--- config.mk ---
export PLATFORM = sky130hd
export DESIGN_NAME = poly_nco
export DESIGN_NICKNAME = d
export VERILOG_FILES = /design/src/rtl/poly_nco.sv
export SDC_FILE = /design/constraint.sdc
export NUM_CORES = 1
export LEC_CHECK = 0
export CORE_UTILIZATION = 28
export CTS_BUF_LIST = sky130_fd_sc_hd__clkbuf_2 sky130_fd_sc_hd__clkbuf_4 sky130_fd_sc_hd__clkbuf_8
export CTS_CLUSTER_SIZE = 24
export DETAILED_ROUTE_END_ITERATION = 16
export GPL_TIMING_DRIVEN = 0
export PLACE_DENSITY = 0.52
export SYNTH_ARGS = -nofsm -noshare
export SYNTH_HDL_FRONTEND = slang
export SYNTH_SLANG_ARGS = --single-unit
--- constraint.sdc ---
create_clock -name clock -period 28.4 [get_ports clock]
set_clock_uncertainty 0.2 [all_clocks]
set_input_delay 5.68 -clock clock [delete_from_list [all_inputs] [get_ports clock]]
set_output_delay 5.68 -clock clock [all_outputs]
set_load 0.01 [all_outputs]
--- src/rtl/poly_nco.sv ---
// Multi-voice sine NCO: per-voice phase accumulators share one registered wavetable.
// Optional macro POLY_NCO_INTERP_EN adds linear interpolation between table entries.

package poly_nco_pkg;

  localparam int WAVETABLE_N = 6;
  localparam int PHASE_INDEX_BITS = 24;
  localparam int PHASE_ACCUMULATOR_FRACTIONAL_BITS =
    PHASE_INDEX_BITS - WAVETABLE_N;
  localparam int C_FRACTIONAL_BITS = PHASE_ACCUMULATOR_FRACTIONAL_BITS;
  localparam int FREQ_BITS = 16;
  localparam int AMP_BITS = 16;

  typedef logic [FREQ_BITS-1:0] frequency_t;
  typedef logic signed [AMP_BITS-1:0] amplitude_t;
  typedef logic [PHASE_INDEX_BITS-1:0] phase_index_type;
  typedef logic [PHASE_INDEX_BITS-1:0] PAC_type;
  typedef logic [WAVETABLE_N-1:0] table_addr_t;

endpackage

module sine_wavetable
  import poly_nco_pkg::*;
(
  input  logic        clock,
  input  logic        rst_n,
  input  logic        rd_en,
  input  table_addr_t rd_addr,
  output amplitude_t  rd_data
);

  amplitude_t data_q, data_d;

  // Quarter wave, 17 points: round(32767 * sin(pi*k/32)).
  function automatic amplitude_t quarter(input logic [4:0] k);
    case (k)
      5'd0:    quarter = 16'sd0;
      5'd1:    quarter = 16'sd3212;
      5'd2:    quarter = 16'sd6393;
      5'd3:    quarter = 16'sd9512;
      5'd4:    quarter = 16'sd12539;
      5'd5:    quarter = 16'sd15446;
      5'd6:    quarter = 16'sd18204;
      5'd7:    quarter = 16'sd20787;
      5'd8:    quarter = 16'sd23170;
      5'd9:    quarter = 16'sd25329;
      5'd10:   quarter = 16'sd27245;
      5'd11:   quarter = 16'sd28898;
      5'd12:   quarter = 16'sd30273;
      5'd13:   quarter = 16'sd31356;
      5'd14:   quarter = 16'sd32137;
      5'd15:   quarter = 16'sd32609;
      default: quarter = 16'sd32767;
    endcase
  endfunction

  function automatic amplitude_t sine_at(input table_addr_t a);
    logic [4:0] k;
    amplitude_t m;
    k = a[4] ? 5'd16 - {1'b0, a[3:0]} : {1'b0, a[3:0]};
    m = quarter(k);
    return a[5] ? -m : m;
  endfunction

  always_comb begin
    data_d = data_q;
    if (rd_en) data_d = sine_at(rd_addr);
  end

  always_ff @(posedge clock or negedge rst_n) begin
    if (!rst_n) data_q <= '0;
    else        data_q <= data_d;
  end

  assign rd_data = data_q;

endmodule

module poly_nco
  import poly_nco_pkg::*;
#(
  parameter int VOICES      = 8,
  parameter int SAMPLE_RATE = 192_000
) (
  input  logic                      clock,
  input  logic                      reset,
  input  logic                      sample_tick,
  input  logic                      freq_we,
  input  logic [$clog2(VOICES)-1:0] freq_voice,
  input  frequency_t                freq_in,
  input  logic                      voice_on,
  input  logic                      phase_sync,
  output amplitude_t                out,
  output logic [$clog2(VOICES)-1:0] out_voice,
  output logic                      out_valid,
  output logic                      busy,
  output logic                      overrun
);

  localparam int VW = $clog2(VOICES);
  localparam int C_INT = int'(
    (real'(2 ** WAVETABLE_N) / real'(SAMPLE_RATE))
    * (2.0 ** C_FRACTIONAL_BITS));
  localparam PAC_type C = PAC_type'(C_INT);
  localparam logic [VW-1:0] LAST = VW'(VOICES - 1);

  typedef enum logic [1:0] {IDLE, ISSUE, DRAIN} state_t;

  logic            rst_sync_q;
  state_t          state_q, state_d;
  logic [VW-1:0]   idx_q, idx_d;
  frequency_t      freq_q [VOICES];
  frequency_t      freq_d [VOICES];
  logic [VOICES-1:0] en_q, en_d;
  phase_index_type phase_q [VOICES];
  phase_index_type phase_d [VOICES];
  logic            vld_q, vld_d;
  logic [VW-1:0]   vvoice_q, vvoice_d;
  logic            mute_q, mute_d;
  logic            overrun_q, overrun_d;
  amplitude_t      hold_q, hold_d;
  logic [VW-1:0]   hvoice_q, hvoice_d;

  logic            rd_en;
  table_addr_t     rd_addr;
  amplitude_t      tbl_data;
  table_addr_t     cur_addr;
  phase_index_type cur_inc;
  logic            last;
  amplitude_t      samp;

`ifdef POLY_NCO_INTERP_EN
  logic               sub_q, sub_d;
  table_addr_t        nxt_q, nxt_d;
  logic [7:0]         frac_q, frac_d;
  amplitude_t         a_q, a_d;
  logic signed [16:0] diff;
  logic signed [25:0] prod;
`endif

  // Release is synchronised; assertion still clears everything at once.
  always_ff @(posedge clock or negedge reset) begin
    if (!reset) rst_sync_q <= 1'b0;
    else        rst_sync_q <= 1'b1;
  end

  sine_wavetable u_tbl (
    .clock   (clock),
    .rst_n   (rst_sync_q),
    .rd_en   (rd_en),
    .rd_addr (rd_addr),
    .rd_data (tbl_data)
  );

  assign cur_addr = table_addr_t'(
    phase_q[idx_q] >> PHASE_ACCUMULATOR_FRACTIONAL_BITS);
  assign cur_inc = phase_index_type'(freq_q[idx_q]) * C;
  assign last = (idx_q == LAST);

  always_comb begin : ctrl
    state_d   = state_q;
    idx_d     = idx_q;
    freq_d    = freq_q;
    en_d      = en_q;
    phase_d   = phase_q;
    vld_d     = 1'b0;
    vvoice_d  = vvoice_q;
    mute_d    = mute_q;
    overrun_d = overrun_q | (sample_tick & (state_q != IDLE));
    rd_en     = 1'b0;
    rd_addr   = cur_addr;
`ifdef POLY_NCO_INTERP_EN
    sub_d  = sub_q;
    nxt_d  = nxt_q;
    frac_d = frac_q;
    a_d    = a_q;
`endif
    unique case (state_q)
      IDLE: begin
        if (sample_tick) begin
          state_d = ISSUE;
          idx_d   = '0;
        end
      end
      ISSUE: begin
        rd_en = 1'b1;
`ifdef POLY_NCO_INTERP_EN
        if (!sub_q) begin
          nxt_d    = cur_addr + table_addr_t'(1);
          frac_d   = phase_q[idx_q][PHASE_ACCUMULATOR_FRACTIONAL_BITS-1 -: 8];
          vvoice_d = idx_q;
          mute_d   = !en_q[idx_q];
          if (en_q[idx_q])
            phase_d[idx_q] = phase_q[idx_q] + cur_inc;
          sub_d = 1'b1;
        end else begin
          rd_addr = nxt_q;
          a_d     = tbl_data;
          vld_d   = 1'b1;
          sub_d   = 1'b0;
          if (last) state_d = DRAIN;
          else      idx_d   = idx_q + VW'(1);
        end
`else
        vld_d    = 1'b1;
        vvoice_d = idx_q;
        mute_d   = !en_q[idx_q];
        if (en_q[idx_q])
          phase_d[idx_q] = phase_q[idx_q] + cur_inc;
        if (last) state_d = DRAIN;
        else      idx_d   = idx_q + VW'(1);
`endif
      end
      DRAIN:   state_d = IDLE;
      default: state_d = IDLE;
    endcase
    // Writes land after the sweep update so a sync zero wins.
    if (freq_we && (int'(freq_voice) < VOICES)) begin
      freq_d[freq_voice] = freq_in;
      en_d[freq_voice]   = voice_on;
      if (phase_sync) phase_d[freq_voice] = '0;
    end
  end

  always_comb begin : outp
`ifdef POLY_NCO_INTERP_EN
    diff = {tbl_data[AMP_BITS-1], tbl_data} - {a_q[AMP_BITS-1], a_q};
    prod = 26'(diff) * 26'($signed({1'b0, frac_q}));
    samp = a_q + amplitude_t'(prod >>> 8);
    if (mute_q) samp = '0;
`else
    samp = mute_q ? '0 : tbl_data;
`endif
    out_valid = vld_q;
    out       = vld_q ? samp : hold_q;
    out_voice = vld_q ? vvoice_q : hvoice_q;
    hold_d    = out;
    hvoice_d  = out_voice;
  end

  assign busy    = (state_q != IDLE);
  assign overrun = overrun_q;

  always_ff @(posedge clock or negedge rst_sync_q) begin
    if (!rst_sync_q) begin
      state_q   <= IDLE;
      idx_q     <= '0;
      en_q      <= '0;
      vld_q     <= 1'b0;
      vvoice_q  <= '0;
      mute_q    <= 1'b0;
      overrun_q <= 1'b0;
      hold_q    <= '0;
      hvoice_q  <= '0;
      for (int v = 0; v < VOICES; v++) begin
        freq_q[v]  <= '0;
        phase_q[v] <= '0;
      end
`ifdef POLY_NCO_INTERP_EN
      sub_q  <= 1'b0;
      nxt_q  <= '0;
      frac_q <= '0;
      a_q    <= '0;
`endif
    end else begin
      state_q   <= state_d;
      idx_q     <= idx_d;
      en_q      <= en_d;
      vld_q     <= vld_d;
      vvoice_q  <= vvoice_d;
      mute_q    <= mute_d;
      overrun_q <= overrun_d;
      hold_q    <= hold_d;
      hvoice_q  <= hvoice_d;
      freq_q    <= freq_d;
      phase_q   <= phase_d;
`ifdef POLY_NCO_INTERP_EN
      sub_q  <= sub_d;
      nxt_q  <= nxt_d;
      frac_q <= frac_d;
      a_q    <= a_d;
`endif
    end
  end

endmodule

==> results by group <==
Synth
  – Netlist cell types: 97
  – YS warnings: 0
  – Ys async rst share: 100%
  – Net Count, Synth: 2311
  – Top_reg_cell synth: dfrtp_1
  – Cell area after synthesis: 21000 um2
  – Synth Instances: 2145
  – Post-synth EDFFs: 0
  – #FFs+latches synth: 375
  – Post-synthesis sequential area ratio: ~45%
  – Syn Area/Cell: 9.81 um2

Timing
  – Hold Fails Final Rpt: 0
  – Tcrit/Tclk final: 33.9%
  – Max Slew Vio Count: 0
  – Worst slew margin: 0.438%
  – Min cycle time layout: a little under 10 ns
  – Final setup fails: 0
  – Worst Tran Pin Value: 1.48 ns
  – Fmax: 0.104 GHz
  – TNS Setup: 0 ns
  – Unrepaired setup endpoints after global routing: no

Die
  – # rows: 100
  – Die width: around 280 um
  – Core area: 74400 um2
  – IO Pins: 47
  – Initial core utilization: between 20% and 30%
  – Die Y-Extent: 276 um
  – Die area: between 70000 and 80000 um2

Setup path
  – CP startpoint kind: flip-flop
  – Worst R2R Path Depth: 25
  – CP Max Fanout: 10
  – Critical setup path kind: flip-flop to flip-flop
  – Crit path DAT: approximately 10 ns
  – CP Capture Type: flip-flop
  – Reg2reg setup slack: about 19 ns
  – CP Data Required Time: around 29 ns

Cells and area
  – Most frequent cells in the layout: nand2_1, dfrtp_1, a21oi_1
  – Synthesis-to-layout area growth: 15.8%
  – Most common cell after layout, fill and taps aside: nand2_1
  – Layout cell share with drive strength beyond 1: 14.5%
  – Nets@finish: approximately 2.4k
  – Final std cells w/o fill: 3284

Detailed routing
  – Remaining antenna violation count: 0
  – Routed WL per cell: 20.9 um
  – First-pass DRT Iterations: 7
  – Total wire length: 68.5 mm
  – DR vias: about 17k
  – Vias/cell: about 5.2
  – # DRC: 0
  – Drt initial violations: 1370

Global route
  – First-pass GRT wire length: around 110 mm
  – Remaining global-route overflow: 0
  – Initial antenna violation count: 1
  – GRT Util Overall: 18.0%
  – Largest net degree at the start of global routing: 73
  – Vias in the first global route: 17.4k

Clock network
  – Root Buffer: clkbuf_8
  – TritonCTS Buffers: 67
  – CTS max path bufs: 3
  – Later-pin clock latency in the skew report: 0.64 ns
  – Post CTS Setup Buffer Count: 0
  – Clock sink count: 375
  – Resize count post-CTS: 0
  – CTS H-tree lvls: 3
  – CTS Hold Bufs: 0
  – CTS tree: yes
  – Clk pin slew, worst setup/hold paths: 0.06 ns

Placement
  – HPWL Detailed: about 47 mm
  – Post-Place Cells: around 3.2k
  – Port buffer count: 44
  – GPL Wtd Cong: 0.867

Flow run
  – Max-cap viol count: 1

Worst hold path
  – Hold WC Path Type: flip-flop to asynchronous set/reset pin

Status
  – Status: finished, violations left
  – Failing checks: max-capacitance violations
## synthesized netlist by cell type, types with 4 or more instances
cell type,number,area [um2]
mux2i_1,31,310
inv_1,160,601
nand2b_1,8,50.1
nor4_1,8,50.1
nor2b_1,4,25.0
o22ai_1,64,400
a22oi_1,61,458
o31ai_1,11,82.6
a221oi_1,4,35.0
a22o_1,9,78.8
clkbuf_1,91,342
or4_1,7,52.6
o21ai_0,47,235
a211o_1,4,35.0
o21a_1,5,37.5
nand4_1,12,75.1
o21bai_1,5,37.5
buf_6,8,90.1
nor3_1,29,145
buf_4,5,37.5
mux2_2,144,1620
ha_1,82,1030
xor2_1,11,96.3
a21oi_1,193,966
and2_1,9,56.3
nand3_1,21,105
and4_1,8,70.1
xnor2_1,15,131
a21o_1,8,60.1
o221ai_1,5,43.8
or2_2,6,37.5
fa_1,59,1180
o211ai_1,8,60.1
dfrtp_1,375,9380
buf_1,6,22.5
a211oi_1,26,195
and3_1,5,31.3
nand2_1,420,1580
a31oi_1,5,31.3
nor2_1,86,323
## metrics by stage
step,utilization (%),setup slack (ns),cell area [um2],hold slack (ns)
final,32.7,18.76,24400,0.109
after global routing,32.7,18.36,24400,0.137
after CTS,32.7,18.89,24400,0.125
after detailed placement,30.8,18.91,22900,0.130
after global placement,30.5,12.65,22700,0.239
after floorplan,-,16.94,21000,0.244
## path summary, 6_finish.rpt
path                       startpoint      endpoint
max in group asynchronous       reset    rst_sync_q
min in group clock            overrun       overrun
max                          idx_q[2]   phase_q[95]
min reg2reg                rst_sync_q  phase_q[174]
max reg2reg                  idx_q[2]   phase_q[95]
min                        rst_sync_q  phase_q[174]
## cell type report
cell class,count,area (um2)
Clock buffer,99,1260
Antenna cell,1,2.50
Sequential cell,375,9390
Multi-Input combinational cell,1488,10500
Fill cell,7580,50100
Inverter,166,626
Buffer,116,532
Tap cell,969,1210
Clock inverter,16,178
Timing Repair Buffer,54,628
## metal layers
layer / track usage (%) / vias up / wire length (um)
li1: - / 7701 / -
met1: 24.4 / 8620 / 30500
met2: 28.8 / 658 / 31500
met3: 3.15 / 139 / 4400
met4: 6.12 / 0 / 2080
met5: 0 / - / 0
## worst max-delay path, cell delays in order, from the launching register on
cell and delay (ns):
dfrtp_1 0.57, buf_6 0.24, buf_6 0.19, clkbuf_1 0.66
buf_1 0.77, nor2_1 0.50, clkbuf_1 0.53, a22oi_1 0.30
nand2_1 0.09, nor3_1 0.38, inv_1 0.25, ha_1 0.35
fa_1 0.51, fa_1 0.50, inv_1 0.05, fa_1 0.48
inv_1 0.04, ha_1 0.21, or4_1 0.52, a221oi_1 0.58
nor3_1 0.14, and3b_1 0.31, a21oi_1 0.16, a211o_1 0.28
o211ai_1 0.43, a211oi_1 0.19
## kinds of logic (layout without fill, tap and decap cells)
kind of cell,Yosys count,count (layout),synth area share (%)
simple gates,641,641,13.2
compound gates,497,497,15.4
flops,375,375,44.6
buf+inv,282,451,5.50
mux,179,179,9.53
fa+ha+maj,141,141,10.5
xor+xnor,29,29,1.31
other cells,1,2,0.0178
## registers in the layout (all words and copies together), names as in the netlist, 2 cells and up
register	cells
freq_q	128
vvoice_q	3
hold_q	16
hvoice_q	3
phase_q	192
idx_q	3
state_q	2
u_tbl.rd_data	16
en_q	8
Power is left out: the tool's default activity adds up to more than one toggle a clock period on the data nets, which glitch-free logic cannot reach.
